## src/rtl/spi_trigger_master.sv

```systemverilog
`default_nettype none
// ============================================================================
// spi_trigger_master : byte-wide SPI master driven by read-to-trigger accesses
// Rev 1.0
// ============================================================================

module spi_trigger_master #(
  parameter int AW        = 12,
  parameter int NUM_CS    = 2,
  parameter int DIV_SLOW  = 30,
  parameter int DIV_FAST  = 1,
  parameter int BURST_LEN = 512
) (
  input  logic              CLOCK_50,
  input  logic              RESET,
  input  logic              BUS_SEL,
  input  logic [AW-1:0]     BUS_ADDR,
  input  logic              BUS_OE_N,
  output logic [15:0]       DATA_OUT,
  output logic              DATA_DRIVE,
  output logic              SPI_CLK,
  output logic              SPI_MOSI,
  input  logic              SPI_MISO,
  output logic [NUM_CS-1:0] SPI_CS_N,
  output logic              BUSY,
  output logic              LOCKED
);

  localparam int c_FW      = AW - 8;
  localparam int c_DIV_MAX = (DIV_SLOW > DIV_FAST) ? DIV_SLOW : DIV_FAST;
  localparam int c_DW      = (c_DIV_MAX < 1) ? 1 : $clog2(c_DIV_MAX + 1);

  localparam logic [c_FW-1:0] c_F_SEND   = c_FW'(0);
  localparam logic [c_FW-1:0] c_F_CS     = c_FW'(3);
  localparam logic [c_FW-1:0] c_F_SPEED  = c_FW'(4);
  localparam logic [c_FW-1:0] c_F_LOCK   = c_FW'(5);
  localparam logic [c_FW-1:0] c_F_STATUS = c_FW'(6);
  localparam logic [c_FW-1:0] c_F_BURST  = c_FW'(7);
  localparam logic [c_FW-1:0] c_F_DATA   = c_FW'(8);

  localparam logic [c_DW-1:0] c_DIV_SLOW   = c_DW'(DIV_SLOW);
  localparam logic [c_DW-1:0] c_DIV_FAST   = c_DW'(DIV_FAST);
  localparam logic [9:0]      c_BURST_INIT = 10'(BURST_LEN - 1);
  localparam logic [4:0]      c_STEPS      = 5'd16;

  // OE_N synchroniser; third stage holds the previous synchronised value
  logic oe_s1_q, oe_s2_q, oe_s3_q;

  logic [NUM_CS-1:0] cs_q, cs_d;
  logic              sclk_q, sclk_d;
  logic [7:0]        tx_q, tx_d;
  logic [7:0]        rx_shift_q, rx_shift_d;
  logic [7:0]        rx_data_q, rx_data_d;
  logic [c_DW-1:0]   div_q, div_d;
  logic [4:0]        step_q, step_d;
  logic              high_speed_q, high_speed_d;
  logic              locked_q, locked_d;
  logic              overrun_q, overrun_d;
  logic [9:0]        burst_cnt_q, burst_cnt_d;

  logic [c_FW-1:0]   w_func;
  logic [7:0]        w_pay;
  logic              w_trig;
  logic              w_expire;
  logic              w_done;
  logic              w_free;
  logic [c_DW-1:0]   w_div_reload;
  logic              w_start;
  logic [7:0]        w_start_byte;
  logic [7:0]        w_status_byte;
  logic              w_is_status;
  logic              w_is_data;

  assign w_func       = BUS_ADDR[AW-1:8];
  assign w_pay        = BUS_ADDR[7:0];
  assign w_trig       = oe_s3_q & ~oe_s2_q & BUS_SEL;
  assign w_expire     = (step_q != 5'd0) && (div_q == '0);
  assign w_done       = w_expire && (step_q == 5'd1);
  // The final half-period counts as idle so a trigger can chain the next byte
  assign w_free       = (step_q == 5'd0) || w_done;
  assign w_div_reload = high_speed_q ? c_DIV_FAST : c_DIV_SLOW;

  always_comb begin
    cs_d         = cs_q;
    sclk_d       = sclk_q;
    tx_d         = tx_q;
    rx_shift_d   = rx_shift_q;
    rx_data_d    = rx_data_q;
    div_d        = div_q;
    step_d       = step_q;
    high_speed_d = high_speed_q;
    locked_d     = locked_q;
    overrun_d    = overrun_q;
    burst_cnt_d  = burst_cnt_q;
    w_start      = 1'b0;
    w_start_byte = 8'hFF;

    if (w_expire) begin
      div_d  = w_div_reload;
      step_d = step_q - 5'd1;
      sclk_d = ~sclk_q;
      if (!sclk_q) begin
        rx_shift_d = {rx_shift_q[6:0], SPI_MISO};
      end else begin
        tx_d = {tx_q[6:0], 1'b1};
      end
      if (w_done) begin
        rx_data_d = rx_shift_q;
      end
    end else if (step_q != 5'd0) begin
      div_d = div_q - c_DW'(1);
    end

    if (w_trig) begin
      case (w_func)
        c_F_SEND: begin
          if (w_free && !locked_q) begin
            w_start      = 1'b1;
            w_start_byte = w_pay;
          end
        end
        c_F_CS: begin
          for (int i = 0; i < NUM_CS; i++) begin
            if (w_pay[6:4] == 3'(i)) begin
              cs_d[i] = w_pay[0];
            end
          end
        end
        c_F_SPEED: begin
          if (w_free) high_speed_d = w_pay[0];
        end
        c_F_LOCK: begin
          if (w_free) locked_d = w_pay[0];
        end
        c_F_STATUS: begin
          overrun_d = 1'b0;
        end
        c_F_BURST: begin
          if (w_free && !locked_q) begin
            w_start     = 1'b1;
            burst_cnt_d = c_BURST_INIT;
          end
        end
        c_F_DATA: begin
          if (!w_free) begin
            overrun_d = 1'b1;
          end else if (burst_cnt_q != 10'd0) begin
            w_start     = 1'b1;
            burst_cnt_d = burst_cnt_q - 10'd1;
          end
        end
        default: ;
      endcase
    end

    // A start overrides the engine's closing step of the previous byte
    if (w_start) begin
      tx_d   = w_start_byte;
      step_d = c_STEPS;
      div_d  = w_div_reload;
      sclk_d = 1'b0;
    end
  end

  always_ff @(posedge CLOCK_50) begin
    if (RESET) begin
      oe_s1_q      <= 1'b1;
      oe_s2_q      <= 1'b1;
      oe_s3_q      <= 1'b1;
      cs_q         <= '1;
      sclk_q       <= 1'b0;
      tx_q         <= 8'hFF;
      rx_shift_q   <= 8'hFF;
      rx_data_q    <= 8'hFF;
      div_q        <= '0;
      step_q       <= 5'd0;
      high_speed_q <= 1'b0;
      locked_q     <= 1'b1;
      overrun_q    <= 1'b0;
      burst_cnt_q  <= 10'd0;
    end else begin
      oe_s1_q      <= BUS_OE_N;
      oe_s2_q      <= oe_s1_q;
      oe_s3_q      <= oe_s2_q;
      cs_q         <= cs_d;
      sclk_q       <= sclk_d;
      tx_q         <= tx_d;
      rx_shift_q   <= rx_shift_d;
      rx_data_q    <= rx_data_d;
      div_q        <= div_d;
      step_q       <= step_d;
      high_speed_q <= high_speed_d;
      locked_q     <= locked_d;
      overrun_q    <= overrun_d;
      burst_cnt_q  <= burst_cnt_d;
    end
  end

  assign SPI_CLK  = sclk_q;
  assign SPI_MOSI = tx_q[7];
  assign SPI_CS_N = cs_q;
  assign BUSY     = (step_q != 5'd0);
  assign LOCKED   = locked_q;

  assign w_is_status   = (w_func == c_F_STATUS);
  assign w_is_data     = (w_func == c_F_DATA);
  assign w_status_byte = {4'b0000, overrun_q, (burst_cnt_q != 10'd0), locked_q, BUSY};
  assign DATA_DRIVE    = BUS_SEL & ~BUS_OE_N & (w_is_status | w_is_data);

  always_comb begin
    DATA_OUT = 16'h0000;
    if (DATA_DRIVE) begin
      DATA_OUT = w_is_data ? {rx_data_q, rx_data_q} : {w_status_byte, w_status_byte};
    end
  end

endmodule

`default_nettype wire

```

## config.mk

```make
export PLATFORM = sky130hd
export DESIGN_NAME = spi_trigger_master
export DESIGN_NICKNAME = d
export VERILOG_FILES = /design/src/rtl/spi_trigger_master.sv
export SDC_FILE = /design/constraint.sdc
export NUM_CORES = 1
export LEC_CHECK = 0
export BUFFER_PORTS_ARGS = -buffer_cell sky130_fd_sc_hd__buf_4
export CORE_ASPECT_RATIO = 0.9
export CORE_MARGIN = 2
export CORE_UTILIZATION = 45
export DETAILED_ROUTE_END_ITERATION = 8
export GPL_ROUTABILITY_DRIVEN = 0
export PLACE_DENSITY_LB_ADDON = 0.25
export SYNTH_ARGS = -nofsm -noshare
export SYNTH_HDL_FRONTEND = slang
export SYNTH_SLANG_ARGS = --single-unit
```

## constraint.sdc

```tcl
create_clock -name CLOCK_50 -period 2.6 [get_ports CLOCK_50]
set_clock_uncertainty 0.05 [all_clocks]
set_input_delay 0.39 -clock CLOCK_50 [delete_from_list [all_inputs] [get_ports CLOCK_50]]
set_output_delay 0.39 -clock CLOCK_50 [all_outputs]
set_load 0.005 [all_outputs]
```

After elaboration in Yosys (flattened, before gate mapping)
Index checks and enable logic that the tools add are counted.

storage, ports and cells
  flip-flop bits (word level) = 53
  input bits = 17
  logic and storage cells = 91

operators by class
  muxes and demuxes = 25
  bitwise operators = 8
  add/subtract/negate cells = 3
  equal/unequal tests = 12
  reduce and logical (&&, ||, !) cells = 27

operators with widths
  operator               count
  $mux 8                 6
  $mux 16                2
  $mux 10                3
  $mux 5                 6
  $pmux 10 s2            1
  $eq 4x3->1 const B     4
  $reduce_and 3->1       5
  $logic_not 5->1        2
  $reduce_bool 10->1     1
  $sub 10x1->10 const B  1
  $sub 5x1->5 const B    2
  $ne 2x2->1 const B     4
  $reduce_bool 2->1      4
  $reduce_and 2->1       3
  $eq 5x1->1 const B     1
  $mux 1                 5
  $reduce_and 5->1       1
  $reduce_bool 5->1      1
  $and 1x1->1            4
  $eq 4x2->1 const B     1
  $eq 4x4->1 const B     1
  $logic_not 4->1        1
  $pmux 1 s2             2
  $reduce_or 2->1        2
  8 further kinds        12

Logic depth before layout (Yosys ltp)
Gate-level depths: netlist of run 1.

  depth in word-level cells = 10
  mapped depth = 9
  gate-level depth less buffers = 8

Worst setup path after synthesis of run 1
OpenSTA, ideal clock, no wires.

  path kind = input port to output port
  start point = input BUS_ADDR[8]
  end point = output DATA_OUT[11]
  path buffers = 1
  stages = 5
  slack = 0.422 ns
  required time = 2.160 ns
  arrival time = 1.738 ns
  path through = or2_2 nor3b_1 nand2_1 a21oi_1 buf_4

on the way
  longest elaborated chain between the ends = 4
  elaborated cells between the ends (all ways) = 6
  those cells by class = 2 x eq/ne; 2 x mux; 2 x bitwise

ends and longest elaborated chain
  item                                      RTL line  source
  from (decl)                               17        input logic [AW-1:0] BUS_ADDR,
  $eq 4x3->1 or $eq 4x4->1 (tied branches)  205, 206
  $or 1x1->1                                208       assign DATA_DRIVE = BUS_SEL & ~BUS_OE_N & (w_is_status | w_is_data);
  $and 1x1->1                               208
  $mux 16 *                                 212       if (DATA_DRIVE) begin
  to (decl)                                 19        output logic [15:0] DATA_OUT,

Mark *: on every way between the ends. The rest lies on a longest branch, timed or not.

Worst setup path after layout of run 1
  start point = register step_q[1]
  end point = register tx_q[1]

on the way
  longest elaborated chain between the ends = 10
  elaborated cells between the ends (all ways) = 18
  those cells by class = 1 x eq/ne; 8 x mux; 9 x reduce/logical

ends and longest elaborated chain
  item                         RTL line  source
  from (decl)                  55        logic [4:0] step_q, step_d;
  from (signal assigned)       191       step_q <= step_d;
  $reduce_bool 5->1            77        assign w_expire = (step_q != 5'd0) && (div_q == '0);
  $logic_and 1x1->1            77
  $logic_and 1x1->1            78        assign w_done = w_expire && (step_q == 5'd1);
  $logic_or 1x1->1             80        assign w_free = (step_q == 5'd0) || w_done;
  $logic_and 1x1->1            117, 139
  $mux 1                       117, 139
  $pmux 1 s2                   115       case (w_func)
  $mux 1                       114       if (w_trig) begin
  $reduce_bool 2->1 (no line)  -
  $reduce_and 2->1 (no line)   -
  to (signal assigned)         187       tx_q <= tx_d;
  to (decl)                    51        logic [7:0] tx_q, tx_d;

Several ways; a longest one is shown, not always the timed one.
A chain may end at the register's enable or synchronous reset.

==> flow_summary_export.csv, run 1 <==
group,metric,value,unit
detailed_routing,drt_drc_violations_left,0,
synthesis,ys_top_cells_by_area,"sky130_fd_sc_hd__dfxtp_1 38%, sky130_fd_sc_hd__nand2_1 8.2%, sky130_fd_sc_hd__nand3b_1 4.9%",
critical_path,crit_fanout,8,
die,num_io_pins,40,
critical_path,timing.rr.end,"tx_q[1]",
synthesis,synth-edff-count,0,
synthesis,synth_cell_type_count,52,
die,core_region_area,6050,um2
global_routing,first_pass_grt_wire_length,10800,um
power_and_ir_drop,power-per-cell-area,893,nW/um2
place,io_buffers,39,
die,floorplan.die_area,6810,um2
synthesis,synthesis.nets,362,
min_path,worstHoldPathType,"in -> reg",
timing,min_period,2.33,ns
synthesis,syn-instance-count,338,
critical_path,regToRegStartpoint,"step_q[1]",
finish,nFillCells,580,
timing,worstMarginPinSlew,0.548,ns
critical_path,worst-r2r-cell-count,8,
finish,final_layout_size_suffix_gt1_share,19.1,%
clock_network,tritoncts,"done",
synthesis,ys_seq_area_share,38.2,%
critical_path,critPathCaptureType,"register",
timing,fin_crit_sh,89.5,%
critical_path,worstSetupPathType,"reg -> reg",
timing,final-setup-viol-count,0,
detailed_routing,wirelength,6350,um
clock_network,worst_case_clock_buffer_depth,2,
clock_network,htree_num_levels,2,
die,floorplan.die.width,86.8,um
min_path,worstHoldPathCells,2,
power_and_ir_drop,irDropWorstVdd,0.000464,V
synthesis,synth_area,2780,um2
synthesis,synth.yosys.warnings,0,
power_and_ir_drop,cellLeakagePower,1.34,nW
critical_path,critical_path.startpoint_type,"register",
min_path,holdPathEnd,"oe_s1_q",
die,fp-row-count,27,
detailed_routing,dr.pass1.iters,4,
place,place_hpwl,4590,um
timing,timing_max_transition_violations_final,0,
run,max-cap-violations,0,
synthesis,yosysTopAreaCell,"sky130_fd_sc_hd__dfxtp_1",
timing,fmax,0.430,GHz
detailed_routing,ant_nets,0,
clock_network,numClockSinks,53,
critical_path,cp.required,2.77,ns
synthesis,leading_register_cell_type_out_of_synthesis,"sky130_fd_sc_hd__dfxtp_1",
global_routing,gr-total-overflow,0,
finish,area_delta_synth_final,16.3,%
synthesis,post_synth.cell_area_avg,8.21,um2
detailed_routing,vias_per_cell,5.51,
critical_path,timing.reg2reg.setup_slack,0.27,ns
clock_network,cts_buffers,5,
critical_path,worstSetupStartpoint,"step_q[1]",
clock_network,cts_setup_buffers,0,
critical_path,timing.critical_path.arrival,2.50,ns
detailed_routing,1st_iter_drt_viols,142,
global_routing,global_route.usage.total,19.9,%
timing,report.final.hold_viol_count,0,
min_path,min-delay-start,"BUS_OE_N",
global_routing,antenna_found_initial,0,
detailed_routing,vias,2470,
die,initial_core_util,45.9,%
global_routing,first_global_vias,2251,
timing,setup_total_negative_slack,0,ns
synthesis,ys_async_sr_fraction,0,%
finish,diodes,0,
clock_network,insertion_delay,0.32,ns
clock_network,clk_root_buffer_cell,"sky130_fd_sc_hd__clkbuf_8",
synthesis,flop_and_latch_count_out_of_synthesis,53,
finish,fin_nets,399,
timing,grt_setup_unrepaired,"no",
global_routing,grt_max_degree,52,
status,status,"finished clean",
timing,slew_headroom,63.3,%
power_and_ir_drop,power.total,0.00288,W
clock_network,clock_edge_transition_at_the_registers_on_the_reported_setup_and_hold_paths,0.10,ns
detailed_routing,routedWlPerCell,14.2,um
synthesis,yosysTopAreaCellShare,38.2,%
die,fp.dieH,78.5,um
[cells in the final DEF (no fill, tap or decap), types with 3 or more instances in the layout]
| cell | n |
|---|---|
| sky130_fd_sc_hd__a211oi_1 | 6 |
| sky130_fd_sc_hd__a21o_1 | 6 |
| sky130_fd_sc_hd__a21oi_1 | 14 |
| sky130_fd_sc_hd__a311o_1 | 3 |
| sky130_fd_sc_hd__a311oi_1 | 7 |
| sky130_fd_sc_hd__a31oi_1 | 4 |
| sky130_fd_sc_hd__and2_1 | 5 |
| sky130_fd_sc_hd__buf_4 | 51 |
| sky130_fd_sc_hd__clkbuf_8 | 5 |
| sky130_fd_sc_hd__dfxtp_1 | 53 |
| sky130_fd_sc_hd__ha_1 | 7 |
| sky130_fd_sc_hd__inv_1 | 11 |
| sky130_fd_sc_hd__mux2i_1 | 4 |
| sky130_fd_sc_hd__nand2_1 | 61 |
| sky130_fd_sc_hd__nand2b_1 | 7 |
| sky130_fd_sc_hd__nand3_1 | 11 |
| sky130_fd_sc_hd__nand3b_1 | 18 |
| sky130_fd_sc_hd__nor2_1 | 27 |
| sky130_fd_sc_hd__nor3_1 | 7 |
| sky130_fd_sc_hd__nor4_1 | 6 |
| sky130_fd_sc_hd__o21ai_0 | 6 |
| sky130_fd_sc_hd__or2_2 | 7 |
| sky130_fd_sc_hd__or3_1 | 9 |
[cell type report]
cell class	count	area [um2]	share of cell area, %
clock buffer	5	68.8	2.13
multi-input combinational	253	1560	48.2
tap	72	90.1	2.79
clock inverter	3	28.8	0.891
sequential	53	1060	32.9
timing repair buffer	51	383	11.9
inverter	11	41.3	1.28
[power by group]
part           switching, W  internal, W
Combinational      0.000702     0.000578
Clock              0.000308     0.000202
Sequential         0.000134     0.000958
Total               0.00114      0.00174
[metal layers]
layer	vias to the layer above	global-route usage [%]	routed length [um]
met5	-	0	0
met4	0	4.53	63
met3	5	4.84	220
met2	42	31.7	3010
met1	1161	27.0	3050
li1	1262	-	-
[sequential cells by signal (all words and copies together), names as in the netlist, 2 cells and up]
signal / count
burst_cnt_q: 10
step_q: 5
tx_q: 8
SPI_CS_N: 2
rx_shift_q: 8
rx_data_q: 8
div_q: 5
[Yosys cell counts (all sizes together) (2+ instances only)]
| cell | n |
|---|---|
| a211o | 2 |
| a211oi | 7 |
| a21boi | 2 |
| a21o | 6 |
| a21oi | 14 |
| a311o | 3 |
| a311oi | 7 |
| a31oi | 4 |
| and2 | 5 |
| and3 | 2 |
| and3b | 2 |
| buf | 12 |
| clkbuf | 9 |
| dfxtp | 53 |
| ha | 7 |
| inv | 11 |
| mux2i | 4 |
| nand2 | 61 |
| nand2b | 7 |
| nand3 | 11 |
| nand3b | 18 |
| nor2 | 27 |
| nor3 | 7 |
| nor3b | 2 |
| nor4 | 6 |
| nor4b | 3 |
| o21ai | 6 |
| o22ai | 2 |
| o31ai | 2 |
| or2 | 8 |
| or3 | 9 |
| or4 | 2 |
| or4b | 3 |
| xnor2 | 2 |
| xor2 | 2 |
[critical path, stage by stage (launching register included)]
cell,delay [ns]
sky130_fd_sc_hd__dfxtp_1,0.34
sky130_fd_sc_hd__inv_1,0.10
sky130_fd_sc_hd__ha_1,0.15
sky130_fd_sc_hd__nor4b_4,0.39
sky130_fd_sc_hd__a31oi_1,0.11
sky130_fd_sc_hd__buf_4,0.18
sky130_fd_sc_hd__nand4bb_1,0.35
sky130_fd_sc_hd__or3_1,0.41
sky130_fd_sc_hd__a21o_1,0.16
[cells by family after synthesis]
kind of cell | synth area share (%)
compound gates | 16.1
xor+xnor | 1.26
fa+ha+maj | 3.15
buf+inv | 6.04
flops | 38.2
mux | 1.44
simple gates | 33.8
[worst max path at each step]
stage / end / slack (ns) / cells past startpoint
finish: tx_q[1] / 0.27 / 8
global placement: div_q[3] / 0.06 / 7
detailed placement: div_q[3] / -0.009 / 7
CTS: tx_q[1] / 0.08 / 8
floorplan: DATA_OUT[11] / 0.42 / 5
global route: tx_q[3] / 0.06 / 8
[metrics by stage]
step                worst slack (ns)  instances  util, %  hold WS, ns  area, um2
global route                  0.0612        448     53.4        0.202       3230
finish                         0.273        448     53.4        0.206       3230
detailed placement          -0.00887        440     51.6        0.347       3120
CTS                           0.0776        448     53.3        0.199       3220
global placement              0.0620        440     51.6        0.340       3120
floorplan                      0.422        338        -        0.339       2780
[repair_timing]
item                                    in CTS  in global routing
endpoints found under the setup margin       0                 19
resized for setup                            0                  1
hold buffers                                 0                  0
No activity file was read; power rests on OpenSTA's default activity.
==> run 2, diff against run 1 <==
PLACE_DENSITY_LB_ADDON = 0.12   (was 0.25)
==> run 2 against run 1 <==
Sequential share of layout area is 0.37 points lower. Power rose by 0.66%. Final cell count increased by 1.1%. Clock power decreased by 2%. Non-clock buffer count up 5. Worst setup slack worse by 0.034 ns. Sequential cell count is the same. Critical path type unchanged.
==> flow_summary_export.csv, run 2 (synthesis results as in run 1) <==
group,metric,value,unit
clock_network,htree_num_levels,2,
critical_path,critical_path.startpoint_type,"register",
detailed_routing,routedWlPerCell,14.5,um
die,floorplan.die_area,6810,um2
timing,worstMarginPinSlew,0.499,ns
clock_network,cts_buffers,5,
critical_path,max_stage_delay,0.42,ns
critical_path,crit_fanout,8,
place,place_ws,0.0273,ns
die,floorplan.die.width,86.8,um
finish,regMostFlops,"burst_cnt_q",
finish,area_used_by_multi_input_combinational_logic,1560,um2
die,core_region_area,6050,um2
clock_network,tritoncts,"done",
detailed_routing,1st_iter_drt_viols,108,
clock_network,insertion_delay,0.32,ns
power_and_ir_drop,power-per-cell-area,889,nW/um2
clock_network,clock_edge_transition_at_the_registers_on_the_reported_setup_and_hold_paths,0.10,ns
finish,final_layout_size_suffix_gt1_share,20.2,%
timing,fmax,0.423,GHz
min_path,worstHoldPathType,"in -> reg",
finish,largest_register_ffs,10,
finish,fin_nets,404,
finish,nFillCells,572,
timing,setup_ws,0.239,ns
critical_path,crit_path_top_delay_cell,"sky130_fd_sc_hd__nor4b_4",
global_routing,grt_max_degree,52,
finish,layout_commonest_cell,"sky130_fd_sc_hd__nand2_1",
die,fp.dieH,78.5,um
global_routing,global_route.usage.total,19.9,%
timing,timing_max_transition_violations_final,0,
detailed_routing,dr.pass1.iters,4,
timing,final-setup-viol-count,0,
critical_path,path_delay_family,"simple AND/OR/NAND/NOR gates",
detailed_routing,vias_per_cell,5.47,
timing,report.final.hold_viol_count,0,
timing,holdWs,0.219,ns
critical_path,timing.critical_path.arrival,2.54,ns
place,place_hpwl,4540,um
global_routing,first_pass_grt_wire_length,10800,um
detailed_routing,wirelength,6550,um
global_routing,antenna_found_initial,0,
timing,fin_crit_sh,90.8,%
global_routing,first_global_vias,2277,
die,initial_core_util,45.9,%
clock_network,worst_case_clock_buffer_depth,2,
clock_network,numClockSinks,53,
clock_network,clk_root_buffer_cell,"sky130_fd_sc_hd__clkbuf_8",
critical_path,worstSetupPathType,"reg -> reg",
critical_path,path_cells,"inv_1 > ha_1 > nor4b_4 > a31oi_1 > buf_4 > nand4bb_1 > or3_1 > a21o_1",
critical_path,cp.required,2.78,ns
critical_path,critPathCaptureType,"register",
die,fp-row-count,27,
global_routing,gr-total-overflow,0,
clock_network,cts_hold_buffers,0,
finish,area_delta_synth_final,17.6,%
critical_path,path_buf_inv,2,
place,io_buffers,39,
detailed_routing,vias,2479,
power_and_ir_drop,irDropWorstVdd,0.000374,V
finish,layout_common_cells,"61 x sky130_fd_sc_hd__nand2_1, 56 x sky130_fd_sc_hd__buf_4, 53 x sky130_fd_sc_hd__dfxtp_1",
die,num_io_pins,40,
status,status,"finished clean",
run,max-cap-violations,0,
timing,slew_headroom,66.7,%
finish,diodes,0,
finish,regArea,1060,um2
detailed_routing,ant_nets,0,
detailed_routing,drt_drc_violations_left,0,
timing,min_period,2.36,ns
power_and_ir_drop,cellLeakagePower,1.37,nW
-- run 2: power breakdown --
part	switching [W]	internal [W]
clock	0.000285	0.000217
sequential	0.000121	0.000958
combinational	0.000725	0.000596
total	0.00113	0.00177
-- run 2: layout make-up --
class / count / area share, %
clock buffers: 6 / 2.53
flip-flops and latches: 53 / 32.5
inverters: 11 / 1.26
repair buffers: 56 / 12.9
well taps: 72 / 2.76
multi-input cells: 253 / 47.7
clock inverters: 2 / 0.421
-- run 2: path summary, 6_finish.rpt --
kind              from      end  slack [ns]  cells after the start
min reg2reg    oe_s1_q  oe_s2_q        0.37                      1
max          step_q[1]  tx_q[7]        0.24                      8
min           BUS_OE_N  oe_s1_q        0.22                      2
max reg2reg  step_q[1]  tx_q[7]        0.24                      8
-- run 2: layer usage --
layer | track usage (%) | vias to the layer above | part of all wire, %
li1 | - | 1276 | -
met1 | 28.1 | 1141 | 50
met2 | 28.8 | 52 | 44
met3 | 5.26 | 10 | 4.4
met4 | 7.34 | 0 | 1.9
met5 | 0 | - | 0
-- run 2: worst reg2reg max path, delay by kind of cell, from the launching register on --
family | cells | cell delay, ns
AOI/OAI and AO/OA | 2 | 0.28
buffers and inverters | 2 | 0.26
adders and majority gates | 1 | 0.15
and+or+nand+nor | 3 | 1.21
DFF | 1 | 0.34
-- run 2: what timing repair did --
item,4_1_cts,5_1_grt
hold endpoints to repair,0,0
gates resized for setup,0,1
endpoints found under the setup margin,0,22
setup buffers,0,0
-- run 2: stage by stage --
stage | setup TNS, ns | total power (W) | util (%) | area [um2] | instances
finish | 0 | 0.00290 | 54.0 | 3270 | 453
global route | -0.0100 | 0.00313 | 54.0 | 3270 | 453
CTS | 0 | 0.00289 | 53.9 | 3260 | 453
detailed placement | 0 | 0.00239 | 52.3 | 3160 | 445
global placement | 0 | 0.00237 | 52.3 | 3160 | 445
floorplan | 0 | 0.00197 | - | 2780 | 338
==> run 3, diff against run 2 <==
ABC_AREA = 1   (was not set)
CTS_CLUSTER_DIAMETER = 200   (was not set)
==> run 3 against run 2 <==
Area after synthesis rose by 6.1%. Clock power barely moved. Register-to-register slack improved by 0.22 ns. Global-route usage rose by 0.26 points. Combinational power barely moved. Critical path type is now in -> out.
==> flow_summary_export.csv, run 3 <==
group,metric,value,unit
status,status,"finished clean",
die,fp-row-count,27,
timing,slew_headroom,66.2,%
power_and_ir_drop,power-per-cell-area,863,nW/um2
critical_path,worst-r2r-cell-count,11,
min_path,worstHoldPathCells,2,
clock_network,tritoncts,"done",
global_routing,grt.met2_usage,34.7,%
critical_path,worstSetupPathType,"in -> out",
clock_network,clk_root_buffer_cell,"sky130_fd_sc_hd__clkbuf_8",
global_routing,grt.met1_usage,26.1,%
detailed_routing,vias_per_cell,4.89,
detailed_routing,wirelength,6520,um
finish,layout_commonest_cell,"sky130_fd_sc_hd__nand2_1",
global_routing,use_met3,3.25,%
place,dpl-instance-area,3270,um2
global_routing,first_pass_grt_wire_length,11600,um
min_path,worstHoldPathType,"in -> reg",
clock_network,cts_setup_buffers,0,
finish,final_layout_size_suffix_gt1_share,17.5,%
global_routing,busiest_layer,"met2",
synthesis,synth-edff-count,0,
global_routing,gr-total-overflow,0,
global_routing,global_route.usage.total,20.1,%
die,core_region_area,6220,um2
detailed_routing,vias,2712,
clock_network,cts_buffers,5,
synthesis,ys_async_sr_fraction,0,%
clock_network,clock_edge_transition_at_the_registers_on_the_reported_setup_and_hold_paths,0.09,ns
timing,min_period,2.28,ns
synthesis,leading_cell_type_by_number_of_instances_after_synthesis,"sky130_fd_sc_hd__nand2_1",
detailed_routing,drt_drc_violations_left,0,
clock_network,htree_num_levels,2,
run,max-cap-violations,0,
detailed_routing,ant_nets,0,
detailed_routing,routedWlPerCell,11.8,um
finish,largest_register_ffs,10,
critical_path,crit_fanout,4,
finish,area_delta_synth_final,14.4,%
clock_network,ctsResizeCount,0,
synthesis,post_synth.cell_area_avg,6.79,um2
timing,fin_crit_sh,87.7,%
clock_network,worst_case_clock_buffer_depth,2,
critical_path,critPathCaptureType,"output pin",
finish,layout_common_cells,"136 x sky130_fd_sc_hd__nand2_1, 53 x sky130_fd_sc_hd__dfxtp_1, 51 x sky130_fd_sc_hd__nand3_1",
synthesis,flop_and_latch_count_out_of_synthesis,53,
timing,worstMarginPinSlew,0.507,ns
die,floorplan.die_area,7210,um2
synthesis,synth_area,2950,um2
critical_path,cp.required,2.16,ns
die,floorplan.die.width,89.3,um
synthesis,leading_register_cell_type_out_of_synthesis,"sky130_fd_sc_hd__dfxtp_1",
finish,nFillCells,647,
synthesis,syn-instance-count,434,
finish,regMostFlops,"burst_cnt_q",
die,initial_core_util,47.4,%
synthesis,synth.cells.most_frequent,"136 x sky130_fd_sc_hd__nand2_1, 53 x sky130_fd_sc_hd__dfxtp_1, 51 x sky130_fd_sc_hd__nand3_1",
timing,setup_total_negative_slack,0,ns
detailed_routing,1st_iter_drt_viols,135,
timing,timing_max_transition_violations_final,0,
timing,fmax,0.438,GHz
critical_path,timing.critical_path.arrival,1.84,ns
timing,final-setup-viol-count,0,
synthesis,synth_cell_type_count,33,
finish,fin_nets,491,
die,num_io_pins,40,
die,fp.dieH,80.8,um
place,io_buffers,39,
synthesis,ys_seq_area_share,36.0,%
global_routing,first_global_vias,2556,
finish,post-route-cell-area,3370,um2
synthesis,synth.yosys.warnings,0,
timing,report.final.hold_viol_count,0,
synthesis,synthesis.nets,458,
clock_network,insertion_delay,0.31,ns
place,place_hpwl,4780,um
critical_path,critical_path.startpoint_type,"input pin",
synthesis,yosysTopAreaCellShare,36.0,%
synthesis,yosysTopAreaCell,"sky130_fd_sc_hd__dfxtp_1",
global_routing,grt_max_degree,26,
synthesis,ys_top_cells_by_area,"sky130_fd_sc_hd__dfxtp_1 36%, sky130_fd_sc_hd__nand2_1 17%, sky130_fd_sc_hd__nand3_1 8.7%",
timing,grt_setup_unrepaired,"no",
detailed_routing,dr.pass1.iters,4,
power_and_ir_drop,irDropWorstVdd,0.000595,V
power_and_ir_drop,cellLeakagePower,1.70,nW
finish,diodes,0,
clock_network,cts_hold_buffers,0,
global_routing,antenna_found_initial,0,
clock_network,numClockSinks,53,
## run 3: cell count changes in the layout (fill, tap and decap cells not counted), sizes merged, moves of 9 or more
cell | previous run | this run
a21oi | 14 | 24
nand2 | 61 | 141
nand3 | 11 | 54
nand3b | 18 | 4
buf | 56 | 45
o21ai | 6 | 15
inv | 11 | 47
nand4 | 0 | 11
or3 | 9 | 0
## run 3: area by class of cell
type                            instances  area [um2]  area share [%]
Inverter                               47         176            5.23
Timing Repair Buffer                   45         338            10.0
Tap cell                               87         109            3.23
Multi-Input combinational cell        315        1590            47.1
Sequential cell                        53        1060            31.5
Clock inverter                          2        17.5           0.519
Clock buffer                            6        82.6            2.45
## run 3: final timing paths
| path | startpoint | endpoint | slack (ns) |
|---|---|---|---|
| max | BUS_ADDR[10] | DATA_OUT[2] | 0.32 |
| min | BUS_OE_N | oe_s1_q | 0.22 |
| max reg2reg | div_q[0] | rx_shift_q[4] | 0.46 |
| min reg2reg | oe_s1_q | oe_s2_q | 0.37 |
## run 3: through the flow
stage | power [W] | setup WS [ns] | utilization, % | hold slack, ns | cells
floorplan | 0.00214 | 0.674 | - | 0.339 | 434
global route | 0.00319 | 0.134 | 54.2 | 0.217 | 555
finish | 0.00291 | 0.319 | 54.2 | 0.224 | 555
global placement | 0.00241 | 0.407 | 52.6 | 0.343 | 547
detailed placement | 0.00243 | 0.359 | 52.6 | 0.347 | 547
CTS | 0.00293 | 0.341 | 54.2 | 0.218 | 555
## run 3: cells by family (layout without fill, tap and decap cells)
family | count (synthesis) | count (layout) | synth area share [%]
flops | 53 | 53 | 36.0
compound gates | 43 | 43 | 8.79
xor+xnor | 6 | 6 | 1.78
buf+inv | 66 | 100 | 10.1
simple gates | 259 | 259 | 40.3
fa+ha+maj | 7 | 7 | 2.97
## run 3: critical path, cell delays in order
cell,delay [ns]
sky130_fd_sc_hd__buf_4,0.07
sky130_fd_sc_hd__inv_1,0.06
sky130_fd_sc_hd__nor2_1,0.22
sky130_fd_sc_hd__inv_1,0.07
sky130_fd_sc_hd__nor3_1,0.25
sky130_fd_sc_hd__o21ai_0,0.24
sky130_fd_sc_hd__inv_1,0.13
sky130_fd_sc_hd__o21ai_0,0.08
sky130_fd_sc_hd__a21oi_1,0.18
sky130_fd_sc_hd__buf_4,0.15
## run 3: power by group
group	switching [W]	leakage, nW	internal [W]
Clock	0.000281	0.0518	0.000222
Sequential	0.000115	0.432	0.000966
Combinational	0.000832	1.22	0.000496
Total	0.00123	1.70	0.00168
## run 3: routing by layer
metal | vias up | wire, um | share of wire, %
li1 | 1456 | - | -
met1 | 1213 | 3260 | 50
met2 | 39 | 3040 | 47
met3 | 4 | 175 | 2.7
met4 | 0 | 52 | 0.80
met5 | - | 0 | 0
